[src/rtl/int_redirect_ctrl.sv]
// Fetch redirect sequencer: passes branch/hazard redirects through to Fetch and
// runs interrupt entry (drain, push the 32-bit return PC as two words, vector to 0).
module int_redirect_ctrl (
  input  logic        clk,
  input  logic        rst,
  input  logic        int_req,
  input  logic        branch_taken,
  input  logic [31:0] branch_target,
  input  logic        hazard_stall,
  input  logic        is_two_word,
  input  logic [31:0] next_pc,
  input  logic        rti,
  input  logic        push_ack,
  output logic        stall,
  output logic        jump_bit,
  output logic [31:0] branch_ir,
  output logic        interrupt_bit,
  output logic        flush_if_id,
  output logic        push_req,
  output logic [15:0] push_data,
  output logic        int_active
);

  typedef enum logic [2:0] {
    ST_IDLE    = 3'd0,
    ST_DRAIN   = 3'd1,
    ST_PUSH_HI = 3'd2,
    ST_PUSH_LO = 3'd3,
    ST_VECTOR  = 3'd4,
    ST_ACTIVE  = 3'd5
  } state_e;

  state_e      state_q, state_d;
  logic [31:0] ret_addr_q, ret_addr_d;

  // Next-state and return-address capture.
  always_comb begin
    state_d    = state_q;
    ret_addr_d = ret_addr_q;
    case (state_q)
      ST_IDLE: begin
        if (int_req && !branch_taken && !hazard_stall) begin
          if (is_two_word) begin
            state_d = ST_DRAIN;
          end else begin
            ret_addr_d = next_pc;
            state_d    = ST_PUSH_HI;
          end
        end
      end
      ST_DRAIN: begin
        ret_addr_d = branch_taken ? branch_target : next_pc;
        state_d    = ST_PUSH_HI;
      end
      ST_PUSH_HI: begin
        if (branch_taken) begin
          ret_addr_d = branch_target;
        end else if (push_ack) begin
          state_d = ST_PUSH_LO;
        end
      end
      // A late redirect invalidates the half-pushed PC, so restart the pair.
      ST_PUSH_LO: begin
        if (branch_taken) begin
          ret_addr_d = branch_target;
          state_d    = ST_PUSH_HI;
        end else if (push_ack) begin
          state_d = ST_VECTOR;
        end
      end
      ST_VECTOR: begin
        state_d = ST_ACTIVE;
      end
      ST_ACTIVE: begin
        if (rti) begin
          state_d = ST_IDLE;
        end
      end
      default: begin
        state_d    = ST_IDLE;
        ret_addr_d = 32'h0000_0000;
      end
    endcase
  end

  // Fetch-facing outputs; redirects stay combinational for zero-cycle branch latency.
  always_comb begin
    stall         = 1'b0;
    jump_bit      = 1'b0;
    branch_ir     = branch_target;
    interrupt_bit = 1'b0;
    flush_if_id   = 1'b0;
    push_req      = 1'b0;
    push_data     = 16'h0000;
    int_active    = 1'b0;
    case (state_q)
      ST_IDLE, ST_DRAIN: begin
        jump_bit    = branch_taken;
        flush_if_id = branch_taken;
        stall       = hazard_stall;
      end
      ST_ACTIVE: begin
        jump_bit    = branch_taken;
        flush_if_id = branch_taken;
        stall       = hazard_stall;
        int_active  = 1'b1;
      end
      ST_PUSH_HI: begin
        stall     = 1'b1;
        push_req  = 1'b1;
        push_data = ret_addr_q[31:16];
      end
      ST_PUSH_LO: begin
        stall     = 1'b1;
        push_req  = 1'b1;
        push_data = ret_addr_q[15:0];
      end
      ST_VECTOR: begin
        interrupt_bit = 1'b1;
        flush_if_id   = 1'b1;
        int_active    = 1'b1;
      end
      default: begin
        stall = 1'b0;
      end
    endcase
  end

  // State registers with synchronous reset.
  always_ff @(posedge clk) begin
    if (rst) begin
      state_q    <= ST_IDLE;
      ret_addr_q <= 32'h0000_0000;
    end else begin
      state_q    <= state_d;
      ret_addr_q <= ret_addr_d;
    end
  end

endmodule

[config.mk]
export PLATFORM = sky130hd
export DESIGN_NAME = int_redirect_ctrl
export DESIGN_NICKNAME = d
export VERILOG_FILES = /design/src/rtl/int_redirect_ctrl.sv
export SDC_FILE = /design/constraint.sdc
export NUM_CORES = 1
export LEC_CHECK = 0
export CORE_MARGIN = 2
export CORE_UTILIZATION = 43
export CTS_BUF_LIST = sky130_fd_sc_hd__clkbuf_8 sky130_fd_sc_hd__clkbuf_16
export DETAILED_ROUTE_END_ITERATION = 8
export PLACE_DENSITY = 0.88
export SETUP_SLACK_MARGIN = 0.2
export SYNTH_ARGS = -nofsm -noshare
export SYNTH_HDL_FRONTEND = slang
export SYNTH_SLANG_ARGS = --single-unit
[constraint.sdc]
create_clock -name clk -period 5.3 [get_ports clk]
set_clock_uncertainty 0.1 [all_clocks]
set_input_delay 1.06 -clock clk [delete_from_list [all_inputs] [get_ports clk]]
set_output_delay 1.06 -clock clk [all_outputs]
set_load 0.01 [all_outputs]
; ---- Word-level counts from Yosys, hierarchy flattened
; Index checks and enable logic that the tools add are counted.
[totals]
ff_bits = 35
latchBits = 0
mem_bits_rw = 0
rom_bits = 0
input_bits = 72
out_inout_bits = 54
n_memories = 0
[classes]
addsub = 0
n_mul = 0
div_mod_pow = 0
n_lt_le_gt_ge = 0
eq_ne = 12
shifts = 0
mux = 20
n_bitwise = 1
reduce_logical = 10
[op_table]
columns = op, n
row1 = $mux 32, 4
row2 = $pmux 32 s4, 1
row3 = $pmux 16 s2, 1
row4 = $mux 3, 6
row5 = $pmux 3 s6, 1
row6 = $ne 2x2->1 const B, 5
row7 = $eq 3x2->1 const B, 2
row8 = $eq 3x3->1 const B, 2
row9 = $reduce_and 5->1, 1
row10 = $mux 1, 4
row11 = $pmux 1 s2, 2
row12 = $reduce_and 4->1, 1
row13 = $reduce_or 2->1, 2
row14 = $eq 3x1->1 const B, 1
row15 = $logic_not 3->1, 1
row16 = $ne 3x3->1 const B, 1
row17 = $reduce_or 3->1, 1
row18 = $logic_and 1x1->1, 2
row19 = $logic_not 1->1, 2
row20 = $mux 2, 1
row21 = $ne 2x1->1 const B, 1
row22 = $not 1->1, 1

; ---- Longest topological paths before layout
[logic_depth]
depth_word = 5
ltp_mapped = 7

; ---- Least setup slack after synthesis
; Ideal clock, no wire load.
[synth_timing]
kind = input to register
start = input port branch_taken
end = register ret_addr_q[21]
setup_time_ns = 0.070
t_arrival_ns = 2.557
t_required_ns = 5.130
setup_slack_ns = 2.572
path_stages = 7
cell_sequence = buf_6 or3b_1 and2_4 buf_6 buf_6 or4_1 a21oi_1
[synth_between]
elab_chain_cells = 5
elab_cells_between_ends = 8
[synth_rtl]
columns = item, line
row1 = "start, declared", 7  ; input logic branch_taken,
row2 = $logic_not 1->1, 42  ; if (int_req && !branch_taken && !hazard_stall) begin
row3 = $logic_and 1x1->1 (2 in series), 42
row4 = $ne 2x2->1 (no line), -
row5 = $reduce_and 4->1 (no line), -
row6 = "end signal, assigned", 136  ; ret_addr_q <= ret_addr_d;
row7 = "end, declared", 34  ; logic [31:0] ret_addr_q, ret_addr_d;
; Several ways; a longest one is shown, not always the timed one.
; A chain may end at the register's enable or synchronous reset.

; ---- Final worst setup path
[layout_timing]
start = register state_q[2]
end = output port push_data[6]
[layout_between]
elab_chain_cells = 2
elab_cells_between_ends = 3
[layout_rtl]
columns = item, line
row1 = "start, declared", 33  ; state_e state_q, state_d;
row2 = "start signal, assigned", 135  ; state_q <= state_d;
row3 = $eq 3x2->1, 96  ; case (state_q)
row4 = $pmux 16 s2 *, 96
row5 = "end, declared", 20  ; output logic [15:0] push_data,
; Every way passes the cells marked *; elsewhere a longest branch is shown, timed or not.

==> flow_summary.toml <==
[yosys]
yosysMostFrequentCell = "mux2i_1"
synth_edf_count = 0
synth_compound_area_frac = 0.1733
yosys_warnings = 0
yosys-top-cells-count = "48 x mux2i_1, 36 x a21oi_1, 35 x dfxtp_1, 34 x o21ai_0"
synth_xor_xnor_area_share = 0
synth-simple-area-share = 0.1671
syn_avg_cell_area_um2 = 8.196
netlist_area_um2 = 2426
syn_nets = 368
synth_area_leader_cell = "dfxtp_1"
synth_top_family_by_area = "multiplexers"
async_flop_share = 0
synth_top_area_frac = 0.2888
ys.flop_type = "dfxtp_1"
seq_area_frac_synth = 0.2888
synthTopCellsByArea = "dfxtp_1 29%, mux2i_1 20%, buf_4 9.9%"
synthMuxAreaShare = 0.1980
synthAdderAreaFrac = 0
synthCells = 296
synth-seq-cells = 35
synthDistinctLibCells = 29

[clock_tree]
clock_sinks = 35
numCtsBuffers = 5
cts.repair.resized = 0
hold_buffers = 0
root_buffer = "clkbuf_8"
cts_max_level = 2
cts_tree = "done"
max-clock-path-buffers = 2
clk_latency_ns = 0.28
path_clk_slew_ns = 0.06
post_cts_buffers = 0

[final_layout]
fin_util = 0.6342
finalNonFillerCells = 439
n_antenna_cell = 0
num-nets-final = 440
syn2layout_area_growth_pct = 43.06
design_area_um2 = 3471
final_layout_size_suffix_gt1_frac = 0.03542
n_fill_cell = 468

[global_routing]
grt_pass1_vias = 2212
grt_pass1_wl_mm = 10.36
grt_usage = 0.2075
grt_overflow = 0
grt_max_degree = 66
antenna_found_initial = 0

[worst_setup_path]
reg2reg_depth = 4
cp_max_fo = 41
cp.required_ns = 4.14
r2r_setup_slack_ns = 2.65
regToRegStartpoint = "state_q[2]"
path_class = "flip-flop to output pin"
cp-start-kind = "flip-flop"
cp-end-kind = "output pin"
arrival_ns = 2.69
r2r-end = "ret_addr_q[12]"

[place]
numPortBuffers = 125
dp_worst_setup_slack_ns = 1.584
place_hpwl_mm = 4.770
dp_cells = 433
place_area_um2 = 3398
place_congestion = 0.7588

[power]
total_power_mw = 1.120
ir_drop_uv = 245.0
p_leak_nw = 1.324
p_per_area_nw_per_um2 = 322.7

[floorplan]
die_w_um = 79.12
num_io_pins = 126
dieArea_um2 = 6259
fp.dieH_um = 79.12
initial_core_util = 0.4433
row_count = 27
core_area_um2 = 5473

[sta]
fin_crit_ns = 3.846
hold_viol_final = 0
rsz0062_at_grt = "no"
slew_violations = 0
fin_ws_ns = 1.454
timing.slew.headroom = 0.2697
finalSetupViolCount = 0
period_share = 0.7257
fmax_ghz = 0.2600
tightest_slew_ns = 1.094
timing.hold.ws_ns = 0.3764
tns_ns = 0

[run_status]
status = "finished, final reports clean"

[detailed_routing]
drcViolationCount = 0
drtPass1Iterations = 4
routed-via-count = 2388
wl_per_cell_um = 15.08
drtAntennaViolNets = 0
drt_iter0_markers = 249
routed_wl_mm = 6.621
routed_via_density = 5.440

[hold_path]
min_from = "ret_addr_q[1]"
hp-class = "flip-flop to flip-flop"
hold_depth = 2
hold_path_end = "ret_addr_q[1]"

[run]
drv_cap = 0
[registers in the layout, summed over array words and instances (netlist names)]
| register | flops |
|---|---|
| state_q | 3 |
| ret_addr_q | 32 |
[worst max path at each step]
stage	from	slack, ns	end
floorplan	branch_taken	2.57	ret_addr_q[21]
global placement	branch_taken	1.63	jump_bit
detailed placement	branch_taken	1.58	jump_bit
global route	state_q[2]	1.20	push_data[6]
CTS	state_q[2]	1.44	push_data[6]
finish	state_q[2]	1.45	push_data[6]
[worst max-delay path, stage by stage (launching register included)]
cell	delay, ns
dfxtp_1	1.04
nand2b_1	0.67
nor2_1	0.16
clkdlybuf4s50_1	0.52
[layout by cell type, fill, tap and decap left out, types with 3 or more instances in the layout]
cell type	instances
clkdlybuf4s50_1	125
nor2_1	22
clkbuf_8	5
o21ai_0	34
mux2i_1	48
inv_1	6
buf_4	3
a21oi_1	36
or4_1	32
dfxtp_1	35
[cell type report]
type,count,area (µm²),share of cell area
multi-input combinational,193,1315,0.3789
tap,72,90.09,0.02596
sequential,35,700.7,0.2019
inverter,5,18.77,0.005407
clock buffer,5,68.82,0.01983
timing repair buffer,128,1274,0.3670
clock inverter,1,3.754,0.001081
[per-layer routing]
| layer | global-route usage | wire (µm) |
|---|---|---|
| met4 | 0.06379 | 89 |
| met1 | 0.2673 | 2569 |
| met2 | 0.3441 | 3403 |
| met3 | 0.04886 | 558 |
| met5 | 0 | 0 |
[kinds of logic (layout without fill, tap and decap cells)]
logic type             Yosys count  after routing
muxes                           48             48
buffers and inverters           68            139
DFF                             35             35
AOI/OAI and AO/OA               78             78
and+or+nand+nor                 67             67
[power breakdown]
group | switching (mW) | internal [mW] | total [mW]
Clock | 0.0854 | 0.0855 | 0.171
Sequential | 0.0504 | 0.324 | 0.374
Combinational | 0.305 | 0.269 | 0.575
No activity file was read; power rests on OpenSTA's default activity.
